`config.mk`:
```
export PLATFORM = sky130hd
export DESIGN_NAME = taxi_meter_core_flat
export DESIGN_NICKNAME = d
export VERILOG_FILES = /design/src/rtl/taxi_meter_core_if.sv /design/src/rtl/taxi_meter_core.sv /design/src/flat_wrapper.sv
export SDC_FILE = /design/constraint.sdc
export NUM_CORES = 1
export LEC_CHECK = 0
export CAP_MARGIN = 40
export CORE_MARGIN = 2
export CORE_UTILIZATION = 55
export CTS_CLUSTER_DIAMETER = 50
export DETAILED_ROUTE_END_ITERATION = 16
export DONT_BUFFER_PORTS = 1
export PLACE_DENSITY = 0.77
export SLEW_MARGIN = 10
export SYNTH_ARGS = -nofsm -noshare
export SYNTH_HDL_FRONTEND = slang
export SYNTH_SLANG_ARGS = --single-unit
```
`constraint.sdc`:
```
create_clock -name sys_clk -period 8.3 [get_ports sys_clk]
set_input_delay 1.66 -clock sys_clk [delete_from_list [all_inputs] [get_ports sys_clk]]
set_output_delay 1.66 -clock sys_clk [all_outputs]
set_load 0.05 [all_outputs]
```
`src/rtl/taxi_meter_core_if.sv`:
```
// Signal bundle between the key/encoder front end and the fare-metering core.
// The bench drives the master side; the core sits on the slave side.
interface taxi_meter_core_if #(
   parameter int DIST_W  = 20,
   parameter int PRICE_W = 20
);
   logic               encoder_pulses;
   logic               flag_launch;
   logic               flag_stop;
   logic               night_mode;
   logic [DIST_W-1:0]  distance;
   logic [PRICE_W-1:0] price;
   logic [1:0]         state;
   logic               waiting;
   logic               fare_valid;
   logic               overflow;

   modport master (
      output encoder_pulses, flag_launch, flag_stop, night_mode,
      input  distance, price, state, waiting, fare_valid, overflow
   );

   modport slave (
      input  encoder_pulses, flag_launch, flag_stop, night_mode,
      output distance, price, state, waiting, fare_valid, overflow
   );
endinterface

```
`src/rtl/taxi_meter_core.sv`:
```
// Taxi fare engine: synchronises the encoder, runs the IDLE/RUN/WAIT/HOLD trip FSM
// and accumulates distance and saturating fare (base, day/night rate, waiting charge).
module taxi_meter_core #(
   parameter int PULSES_PER_UNIT   = 10,
   parameter int BASE_FARE         = 80,
   parameter int BASE_DIST         = 3,
   parameter int RATE_DAY          = 15,
   parameter int RATE_NIGHT        = 20,
   parameter int WAIT_TICKS        = 100_000_000,
   parameter int WAIT_CHARGE_TICKS = 50_000_000,
   parameter int WAIT_RATE         = 5,
   parameter int DIST_W            = 20,
   parameter int PRICE_W           = 20
) (
   input  logic                   sys_clk,
   input  logic                   sys_rst_n,
   taxi_meter_core_if.slave       bus
);

   localparam int PCNT_W = $clog2(PULSES_PER_UNIT);
   localparam int IDLE_W = $clog2(WAIT_TICKS + 1);
   localparam int WCNT_W = $clog2(WAIT_CHARGE_TICKS + 1);

   localparam logic [PCNT_W-1:0]  PCNT_LAST    = PCNT_W'(PULSES_PER_UNIT - 1);
   localparam logic [IDLE_W-1:0]  IDLE_LAST    = IDLE_W'(WAIT_TICKS - 1);
   localparam logic [WCNT_W-1:0]  WCNT_LAST    = WCNT_W'(WAIT_CHARGE_TICKS - 1);
   localparam logic [DIST_W-1:0]  BASE_DIST_V  = DIST_W'(BASE_DIST);
   localparam logic [PRICE_W-1:0] BASE_FARE_V  = PRICE_W'(BASE_FARE);
   localparam logic [PRICE_W-1:0] RATE_DAY_V   = PRICE_W'(RATE_DAY);
   localparam logic [PRICE_W-1:0] RATE_NIGHT_V = PRICE_W'(RATE_NIGHT);
   localparam logic [PRICE_W-1:0] WAIT_RATE_V  = PRICE_W'(WAIT_RATE);

   typedef enum logic [1:0] {
      S_IDLE = 2'd0,
      S_RUN  = 2'd1,
      S_WAIT = 2'd2,
      S_HOLD = 2'd3
   } state_t;

   state_t             state_reg, state_next;
   logic [DIST_W-1:0]  dist_reg, dist_next;
   logic [PRICE_W-1:0] price_reg, price_next;
   logic [PCNT_W-1:0]  pcnt_reg, pcnt_next;
   logic [IDLE_W-1:0]  idle_reg, idle_next;
   logic [WCNT_W-1:0]  wcnt_reg, wcnt_next;
   logic               night_reg, night_next;
   logic               ovf_reg, ovf_next;
   logic               fv_reg, fv_next;
   logic               waiting_reg, waiting_next;

   logic [1:0]         sync_reg;
   logic               prev_reg;
   logic               enc_edge;
   logic               start_trip;
   logic [DIST_W:0]    dist_sum;
   logic [PRICE_W:0]   price_sum;

   // Saturating add; MSB of the result flags that the sum was clamped.
   function automatic logic [PRICE_W:0] add_price(input logic [PRICE_W-1:0] a,
                                                  input logic [PRICE_W-1:0] b);
      logic [PRICE_W:0] s;
      s = {1'b0, a} + {1'b0, b};
      if (s[PRICE_W])
         s = {1'b1, {PRICE_W{1'b1}}};
      return s;
   endfunction

   always_ff @(posedge sys_clk or negedge sys_rst_n) begin
      if (!sys_rst_n) begin
         sync_reg <= 2'b00;
         prev_reg <= 1'b0;
      end else begin
         sync_reg <= {sync_reg[0], bus.encoder_pulses};
         prev_reg <= sync_reg[1];
      end
   end

   assign enc_edge = sync_reg[1] & ~prev_reg;

   always_comb begin
      state_next = state_reg;
      dist_next  = dist_reg;
      price_next = price_reg;
      pcnt_next  = pcnt_reg;
      idle_next  = idle_reg;
      wcnt_next  = wcnt_reg;
      night_next = night_reg;
      ovf_next   = ovf_reg;
      fv_next    = 1'b0;
      dist_sum   = '0;
      price_sum  = '0;
      start_trip = bus.flag_launch && (state_reg == S_IDLE || state_reg == S_HOLD);

      if (start_trip) begin
         state_next = S_RUN;
         dist_next  = '0;
         price_next = BASE_FARE_V;
         pcnt_next  = '0;
         idle_next  = '0;
         wcnt_next  = '0;
         night_next = bus.night_mode;
         ovf_next   = 1'b0;
      end else begin
         case (state_reg)
            S_RUN, S_WAIT: begin
               if (bus.flag_stop) begin
                  state_next = S_HOLD;
                  fv_next    = 1'b1;
               end else if (enc_edge) begin
                  // An edge in WAIT resumes the trip and drops the partial wait count.
                  state_next = S_RUN;
                  idle_next  = '0;
                  wcnt_next  = '0;
                  if (pcnt_reg == PCNT_LAST) begin
                     pcnt_next = '0;
                     dist_sum  = {1'b0, dist_reg} + (DIST_W + 1)'(1);
                     if (dist_sum[DIST_W]) begin
                        dist_next = '1;
                        ovf_next  = 1'b1;
                     end else begin
                        dist_next = dist_sum[DIST_W-1:0];
                     end
                     if (dist_next > BASE_DIST_V) begin
                        price_sum  = add_price(price_reg, night_reg ? RATE_NIGHT_V : RATE_DAY_V);
                        price_next = price_sum[PRICE_W-1:0];
                        ovf_next   = ovf_next | price_sum[PRICE_W];
                     end
                  end else begin
                     pcnt_next = pcnt_reg + PCNT_W'(1);
                  end
               end else if (state_reg == S_RUN) begin
                  idle_next = idle_reg + IDLE_W'(1);
                  if (idle_reg == IDLE_LAST) begin
                     state_next = S_WAIT;
                     wcnt_next  = '0;
                  end
               end else begin
                  if (wcnt_reg == WCNT_LAST) begin
                     wcnt_next  = '0;
                     price_sum  = add_price(price_reg, WAIT_RATE_V);
                     price_next = price_sum[PRICE_W-1:0];
                     ovf_next   = ovf_reg | price_sum[PRICE_W];
                  end else begin
                     wcnt_next = wcnt_reg + WCNT_W'(1);
                  end
               end
            end
            S_HOLD: begin
               if (bus.flag_stop) begin
                  state_next = S_IDLE;
                  dist_next  = '0;
                  price_next = '0;
                  pcnt_next  = '0;
                  idle_next  = '0;
                  wcnt_next  = '0;
               end
            end
            default: begin
            end
         endcase
      end

      waiting_next = (state_next == S_WAIT);
   end

   always_ff @(posedge sys_clk or negedge sys_rst_n) begin
      if (!sys_rst_n) begin
         state_reg   <= S_IDLE;
         dist_reg    <= '0;
         price_reg   <= '0;
         pcnt_reg    <= '0;
         idle_reg    <= '0;
         wcnt_reg    <= '0;
         night_reg   <= 1'b0;
         ovf_reg     <= 1'b0;
         fv_reg      <= 1'b0;
         waiting_reg <= 1'b0;
      end else begin
         state_reg   <= state_next;
         dist_reg    <= dist_next;
         price_reg   <= price_next;
         pcnt_reg    <= pcnt_next;
         idle_reg    <= idle_next;
         wcnt_reg    <= wcnt_next;
         night_reg   <= night_next;
         ovf_reg     <= ovf_next;
         fv_reg      <= fv_next;
         waiting_reg <= waiting_next;
      end
   end

   assign bus.distance   = dist_reg;
   assign bus.price      = price_reg;
   assign bus.state      = state_reg;
   assign bus.waiting    = waiting_reg;
   assign bus.fare_valid = fv_reg;
   assign bus.overflow   = ovf_reg;

endmodule

```
`src/flat_wrapper.sv`:
```
// flat-port wrapper written by rule: the top's interface ports become plain ports
module taxi_meter_core_flat 
#(
   parameter int PULSES_PER_UNIT   = 10,
   parameter int BASE_FARE         = 80,
   parameter int BASE_DIST         = 3,
   parameter int RATE_DAY          = 15,
   parameter int RATE_NIGHT        = 20,
   parameter int WAIT_TICKS        = 100_000_000,
   parameter int WAIT_CHARGE_TICKS = 50_000_000,
   parameter int WAIT_RATE         = 5,
   parameter int DIST_W            = 20,
   parameter int PRICE_W           = 20
)
  (sys_clk, sys_rst_n, bus_encoder_pulses, bus_flag_launch, bus_flag_stop, bus_night_mode, bus_distance, bus_price, bus_state, bus_waiting, bus_fare_valid, bus_overflow);
  taxi_meter_core_if #(.DIST_W(DIST_W), .PRICE_W(PRICE_W)) bus_i ();
  input  logic sys_clk;
  input  logic sys_rst_n;
  input wire logic [$bits(bus_i.encoder_pulses)-1:0] bus_encoder_pulses;
  input wire logic [$bits(bus_i.flag_launch)-1:0] bus_flag_launch;
  input wire logic [$bits(bus_i.flag_stop)-1:0] bus_flag_stop;
  input wire logic [$bits(bus_i.night_mode)-1:0] bus_night_mode;
  output wire logic [$bits(bus_i.distance)-1:0] bus_distance;
  output wire logic [$bits(bus_i.price)-1:0] bus_price;
  output wire logic [$bits(bus_i.state)-1:0] bus_state;
  output wire logic [$bits(bus_i.waiting)-1:0] bus_waiting;
  output wire logic [$bits(bus_i.fare_valid)-1:0] bus_fare_valid;
  output wire logic [$bits(bus_i.overflow)-1:0] bus_overflow;
  assign bus_i.encoder_pulses = bus_encoder_pulses;
  assign bus_i.flag_launch = bus_flag_launch;
  assign bus_i.flag_stop = bus_flag_stop;
  assign bus_i.night_mode = bus_night_mode;
  assign bus_distance = bus_i.distance;
  assign bus_price = bus_i.price;
  assign bus_state = bus_i.state;
  assign bus_waiting = bus_i.waiting;
  assign bus_fare_valid = bus_i.fare_valid;
  assign bus_overflow = bus_i.overflow;
  taxi_meter_core #(.PULSES_PER_UNIT(PULSES_PER_UNIT), .BASE_FARE(BASE_FARE), .BASE_DIST(BASE_DIST), .RATE_DAY(RATE_DAY), .RATE_NIGHT(RATE_NIGHT), .WAIT_TICKS(WAIT_TICKS), .WAIT_CHARGE_TICKS(WAIT_CHARGE_TICKS), .WAIT_RATE(WAIT_RATE), .DIST_W(DIST_W), .PRICE_W(PRICE_W)) u_core (.sys_clk(sys_clk), .sys_rst_n(sys_rst_n), .bus(bus_i));
endmodule
```
==> impl_metrics.env, run 1 <==
export IMPL_status="complete, but fails checks"
export IMPL_violations="DRC"
export IMPL_slowest_stage="dfrtp_1"
export IMPL_ios=51
export IMPL_max_vdd_ir_drop_mv=0.211
export IMPL_portBuffers=0
export IMPL_syn2layout_area_growth_pct=6.83
export IMPL_syn_nets=790
export IMPL_yosys_cell_types_count=67
export IMPL_nets=772
export IMPL_path_max_fanout=22
export IMPL_grt_pass1_wl_um=26900
export IMPL_grt_usage=0.257
export IMPL_dp_cells=882
export IMPL_rows=39
export IMPL_dieArea_sq_mm=0.0128
export IMPL_cts_htree_levels=3
export IMPL_postCtsSetupBuffers=0
export IMPL_clkPwrFrac=0.205
export IMPL_placed_area_sq_mm=0.00665
export IMPL_clk_pin_slew_ps=70
export IMPL_core_area_sq_mm=0.0115
export IMPL_grt_max_degree=107
export IMPL_start_util=0.568
export IMPL_swShare=0.484
export IMPL_max_freq_ghz=0.228
export IMPL_antennaDiodeCount=0
export IMPL_syn_avg_cell_area_sq_um=8.52
export IMPL_end_kind="flip-flop"
export IMPL_crit_required_ps=8580
export IMPL_fin_crit_sh=0.528
export IMPL_ys_ff_latch=106
export IMPL_cts_root_buf="clkbuf_16"
export IMPL_wire_per_inst_um=17.7
export IMPL_synthCells=768
export IMPL_synth_area_leaders="dfrtp_1, a21oi_1, o21ai_0"
export IMPL_final_hold_violation_count=0
export IMPL_synth_enable_flop_cells=0
export IMPL_yosys_warnings=0
export IMPL_post_cts_resized=0
export IMPL_path_class="flip-flop to flip-flop"
export IMPL_multiInputGateArea_sq_mm=0.00365
export IMPL_min_period_ps=4380
export IMPL_leakage_uw=0.00296
export IMPL_dr_total_vias=5807
export IMPL_drc=1
export IMPL_first_global_vias=5593
export IMPL_drtIter0Drc=409
export IMPL_area_sequential_sq_mm=0.00265
export IMPL_ant_nets=0
export IMPL_max_slew_margin=0.392
export IMPL_rsz0062_at_grt="no"
export IMPL_synth_flop_cell="dfrtp_1"
export IMPL_async_reset_ff_frac=1.00
export IMPL_power_per_cell_area_mw_per_mm2=348
export IMPL_share_comb_of_total_power=0.377
export IMPL_finalSetupTns_ps=0
export IMPL_vias_per_cell=6.47
export IMPL_setup_viol=0
export IMPL_critPathArrivalTime_ps=4660
export IMPL_path_cells="inv_1, ha_1, nand2b_1, nand2b_1, buf_8, or3_1, a21o_1, nor2_1, nand2_1, o21ai_0"
export IMPL_clock_sinks=106
export IMPL_yosysSeqAreaShare=0.405
export IMPL_skew_ps=8.09
export IMPL_antenna_found_initial=0
export IMPL_drive_above_1_share=0.0623
export IMPL_utilization=0.607
export IMPL_dieHeight_um=113
export IMPL_grt_overflow=0
export IMPL_netlist_area_sq_mm=0.00654
export IMPL_internal_power_uw=1250
export IMPL_synth_top_cell_area_share=0.405
export IMPL_slew_viol_final=0
export IMPL_die_w_um=113
export IMPL_p_seq_frac=0.418
export IMPL_yosysTopAreaCell="dfrtp_1"
export IMPL_clk_latency_ps=370
export IMPL_cp_slowest_stage_delay_ps=760
export IMPL_n_fill_cell=981
export IMPL_start_kind="flip-flop"
export IMPL_max_slew_worst_pin_slew_ps=910
export IMPL_cts_buffer_depth=2
export IMPL_stdcell_area_sq_mm=0.00699
export IMPL_switchingPower_uw=1180
export IMPL_largest_reg_flops=27
export IMPL_cap_viol_max_count=0
export IMPL_routabilityCongestion=0.896
export IMPL_wirelength_um=15800
export IMPL_layoutNonFillerInstCount=897
export IMPL_crit_top_cell="nand2b_1"
export IMPL_holdCritPathClass="flip-flop to flip-flop"
export IMPL_dr_pass1_iters=11
export IMPL_ctsHoldBuffers=0
export IMPL_dpl_hpwl_um=10800
export IMPL_cts_tree="yes"
export IMPL_cts_buffers=9
## cell families (layout without fill, tap and decap cells)
kind of cell,Yosys count,after routing,synth area share
buf+inv,57,43,0.0361
fa+ha+maj,16,16,0.0317
compound gates,222,222,0.210
simple gates,323,323,0.255
xor+xnor,36,36,0.0482
mux,8,8,0.0136
flops,106,106,0.405
## critical path: cells and delay by family (launching register included)
family                     cells  cell delay (ps)
buffers and inverters          2              480
AOI/OAI and AO/OA              2              600
and+or+nand+nor                5             1890
adders and majority gates      1              550
DFF                            1              760
## final cells by class
type / count / share of cell area
clock buffers: 10 / 0.0342
clock inverters: 5 / 0.0147
inverters: 20 / 0.0107
multi-input cells: 605 / 0.523
flip-flops and latches: 106 / 0.380
well taps: 143 / 0.0256
repair buffers: 8 / 0.0125
## synthesized netlist by cell type (5+ instances only)
| master | n |
|---|---|
| dfrtp_1 | 106 |
| nor2_1 | 86 |
| a21oi_1 | 66 |
| nand2_1 | 66 |
| o21ai_0 | 66 |
| nand3_1 | 47 |
| clkbuf_1 | 29 |
| xor2_1 | 21 |
| inv_1 | 20 |
| nand4_1 | 20 |
| nor3_1 | 17 |
| a31oi_1 | 16 |
| and3_1 | 16 |
| ha_1 | 15 |
| xnor2_1 | 15 |
| and2_1 | 12 |
| nor2b_1 | 11 |
| o31ai_1 | 10 |
| a21o_1 | 9 |
| o22a_1 | 8 |
| mux2_2 | 7 |
| nor4_1 | 7 |
| or3_1 | 7 |
| and4_1 | 6 |
| o211ai_1 | 5 |
| o22ai_1 | 5 |
| or2_2 | 5 |
## final timing paths
check / from / endpoint / slack [ps] / depth (start not counted)
min in group asynchronous: sys_rst_n / u_core.wcnt_reg[15] / 980 / 0
max: u_core.bus.state[1] / u_core.wcnt_reg[24] / 3920 / 10
min: u_core.sync_reg[0] / u_core.sync_reg[1] / 360 / 0
max in group asynchronous: sys_rst_n / u_core.idle_reg[16] / 7190 / 0
min reg2reg: u_core.sync_reg[0] / u_core.sync_reg[1] / 360 / 0
max reg2reg: u_core.bus.state[1] / u_core.wcnt_reg[24] / 3920 / 10
## layer usage
metal	share of wire	GRT usage	up-vias
met5	0	0	-
met4	0.022	0.0935	0
met3	0.066	0.0755	37
met2	0.49	0.417	210
met1	0.42	0.330	2793
li1	-	-	2767
## metrics by stage
step | setup WS [ps] | hold WS [ps] | total power (uW)
floorplan | 4950 | 331 | 1690
global placement | 3790 | 349 | 1840
detailed placement | 3920 | 349 | 1920
CTS | 3970 | 369 | 2420
global route | 3630 | 377 | 2570
finish | 3920 | 363 | 2430
## power by group through the flow
stage	clock, uW	sequential (uW)	combinational [uW]
4_1_cts	503	1010	908
3_5_place_dp	0	1020	898
3_3_place_gp	0	1010	827
6_report	498	1020	916
2_1_floorplan	0	957	735
5_1_grt	519	1030	1010
## cells in the final DEF, fill, tap and decap left out, types with 6 or more instances in the layout
cell type,netlist,layout
and2_1,12,12
ha_1,15,15
buf_4,0,6
a21oi_1,66,66
and4_1,6,6
dfrtp_1,106,106
xnor2_1,15,15
o31ai_1,10,10
o22a_1,8,8
or3_1,7,7
clkbuf_16,0,9
nor3_1,17,17
nor2b_1,11,11
nand2_1,66,66
inv_1,20,20
and3_1,16,16
mux2_2,7,7
nor2_1,86,86
a31oi_1,16,16
nor4_1,7,7
a21o_1,9,9
xor2_1,21,21
o21ai_0,66,66
nand4_1,20,20
nand3_1,47,47
Power figures use the tool's default switching activity.
==> run 2, diff against run 1 <==
--- a/config.mk
+++ b/config.mk
@@ -11,7 +11,7 @@
 export CTS_CLUSTER_DIAMETER = 50
 export DETAILED_ROUTE_END_ITERATION = 16
 export DONT_BUFFER_PORTS = 1
-export PLACE_DENSITY = 0.77
+export PLACE_DENSITY = 0.8
 export SLEW_MARGIN = 10
 export SYNTH_ARGS = -nofsm -noshare
 export SYNTH_HDL_FRONTEND = slang
==> constraint.sdc (replaced) <==
create_clock -name sys_clk -period 4 [get_ports sys_clk]
set_input_delay 0.8 -clock sys_clk [delete_from_list [all_inputs] [get_ports sys_clk]]
set_output_delay 0.8 -clock sys_clk [all_outputs]
set_load 0.05 [all_outputs]
==> run 2 against run 1 <==
  * The run still ends with DRC left
  * Register-to-register slack lost 3400 ps
  * Count of clock-buffer cells in the layout grew 2
  * Non-clock buffer count grew 20
  * Cell count grew 2.3%
  * Flip-flop and latch count is the same
  * Total power grew 110%
  * Routed wire length shrank 0.75%
  * Utilization grew 1.0 points
  * Combinational power grew 140%
  * Fmax grew 25%
  * Cell area grew 1.7%
  * Die area is the same
  * Critical endpoint is now u_core.bus.price[11]
==> impl_metrics.env, run 2 (synthesis results as in run 1) <==
export IMPL_max_slew_worst_pin_slew_ps=946
export IMPL_drc=1
export IMPL_cts_buffer_depth=2
export IMPL_worst_slack_ps=489
export IMPL_path_cells="nand4_2, nor4_4, nand3_1, mux2_2, nor3_2, a31oi_4, o21ai_0, a32o_1"
export IMPL_max_slew_margin=0.370
export IMPL_ios=51
export IMPL_grt_usage=0.253
export IMPL_wirelength_um=15700
export IMPL_slowest_stage="dfrtp_1"
export IMPL_post_place_ws_ps=516
export IMPL_cap_viol_max_count=0
export IMPL_clk_latency_ps=360
export IMPL_violations="DRC"
export IMPL_setup_viol=0
export IMPL_vias_per_cell=6.45
export IMPL_dpl_hpwl_um=10800
export IMPL_antennaDiodeCount=0
export IMPL_cts_htree_levels=3
export IMPL_layout_common_cells="dfrtp_1, nor2_1, nand2_1, a21oi_1, o21ai_0"
export IMPL_ant_nets=0
export IMPL_drtIter0Drc=380
export IMPL_slew_viol_final=0
export IMPL_critPathArrivalTime_ps=3760
export IMPL_rows=39
export IMPL_antenna_found_initial=0
export IMPL_p_total_uw=5050
export IMPL_grt_max_degree=107
export IMPL_die_w_um=113
export IMPL_n_fill_cell=959
export IMPL_power_per_cell_area_mw_per_mm2=710
export IMPL_final_hold_violation_count=0
export IMPL_holdCritPathClass="primary input to asynchronous set/reset pin"
export IMPL_dieArea_sq_mm=0.0128
export IMPL_post_cts_resized=0
export IMPL_ctsHoldBuffers=0
export IMPL_switchingPower_uw=2440
export IMPL_finalSetupTns_ps=0
export IMPL_crit_buf_inv=0
export IMPL_cts_buffers=9
export IMPL_start_util=0.568
export IMPL_routabilityCongestion=0.911
export IMPL_dr_pass1_iters=13
export IMPL_first_global_vias=5712
export IMPL_min_period_ps=3510
export IMPL_clkPwrFrac=0.197
export IMPL_dp_cells=902
export IMPL_cts_tree="yes"
export IMPL_max_freq_ghz=0.285
export IMPL_dr_total_vias=5922
export IMPL_path_delay_family="compound AO/OA/AOI/OAI gates"
export IMPL_wire_per_inst_um=17.1
export IMPL_syn2layout_area_growth_pct=8.66
export IMPL_p_seq_frac=0.362
export IMPL_largest_reg_flops=27
export IMPL_dieHeight_um=113
export IMPL_portBuffers=0
export IMPL_core_area_sq_mm=0.0115
export IMPL_swShare=0.484
export IMPL_rsz0062_at_grt="no"
export IMPL_fin_crit_sh=0.878
export IMPL_status="complete, but fails checks"
export IMPL_leakage_uw=0.00305
export IMPL_start_kind="flip-flop"
export IMPL_clock_sinks=106
export IMPL_cp_slowest_stage_delay_ps=780
export IMPL_end_kind="flip-flop"
export IMPL_path_class="flip-flop to flip-flop"
export IMPL_internal_power_uw=2610
export IMPL_clk_pin_slew_ps=70
export IMPL_layoutNonFillerInstCount=918
export IMPL_grt_overflow=0
export IMPL_crit_required_ps=4250
export IMPL_grt_pass1_wl_um=26600
export IMPL_postCtsSetupBuffers=0
export IMPL_nets=792
export IMPL_skew_ps=7.11
export IMPL_path_max_fanout=36
export IMPL_mostFrequentLayoutCell="dfrtp_1"
export IMPL_cts_root_buf="clkbuf_16"
export IMPL_max_vdd_ir_drop_mv=0.446
export IMPL_share_comb_of_total_power=0.442
export IMPL_drive_above_1_share=0.0877
[run 2: changes by cell type in the layout (fill, tap and decap cells not counted)]
cell,delta
buf_8,-1
buf_4,+22
bufinv_16,-1
buf_16,-1
clkbuf_8,+2
[run 2: metal layers]
metal | up-vias | share of wire | GRT usage
met5 | - | 0 | 0
met3 | 44 | 0.072 | 0.0648
li1 | 2801 | - | -
met2 | 235 | 0.48 | 0.415
met4 | 0 | 0.024 | 0.104
met1 | 2842 | 0.43 | 0.321
[run 2: stage by stage]
step	instance area, sq um	hold slack [ps]	util
floorplan	6540	331	-
detailed placement	6770	341	0.588
global placement	6760	346	0.587
CTS	7110	127	0.617
finish	7110	133	0.617
global route	7110	117	0.617
[run 2: worst paths after layout]
kind	depth (start not counted)	slack, ps	startpoint	to
max in group asynchronous	0	3700	sys_rst_n	u_core.bus.price[9]
max	8	490	u_core.bus.distance[4]	u_core.bus.price[11]
max reg2reg	8	490	u_core.bus.distance[4]	u_core.bus.price[11]
min in group sys_clk	0	350	u_core.sync_reg[0]	u_core.sync_reg[1]
min reg2reg	0	350	u_core.sync_reg[0]	u_core.sync_reg[1]
min	0	130	sys_rst_n	u_core.wcnt_reg[13]
[run 2: power groups by stage]
| stage | registers, uW | logic [uW] | clock network, uW |
|---|---|---|---|
| after floorplan | 1990 | 1520 | 0 |
| after global placement | 1830 | 2100 | 0 |
| after detailed placement | 1840 | 2190 | 0 |
| after CTS | 1820 | 2200 | 1010 |
| after global routing | 1860 | 2440 | 1050 |
| final | 1830 | 2230 | 994 |
[run 2: layout make-up]
class	count	area (sq um)	share of cell area
Inverter	20	75.1	0.0106
Timing Repair Buffer	28	210	0.0296
Multi-Input combinational cell	605	3650	0.514
Sequential cell	106	2650	0.373
Clock inverter	4	72.6	0.0102
Tap cell	143	179	0.0252
Clock buffer	12	267	0.0375
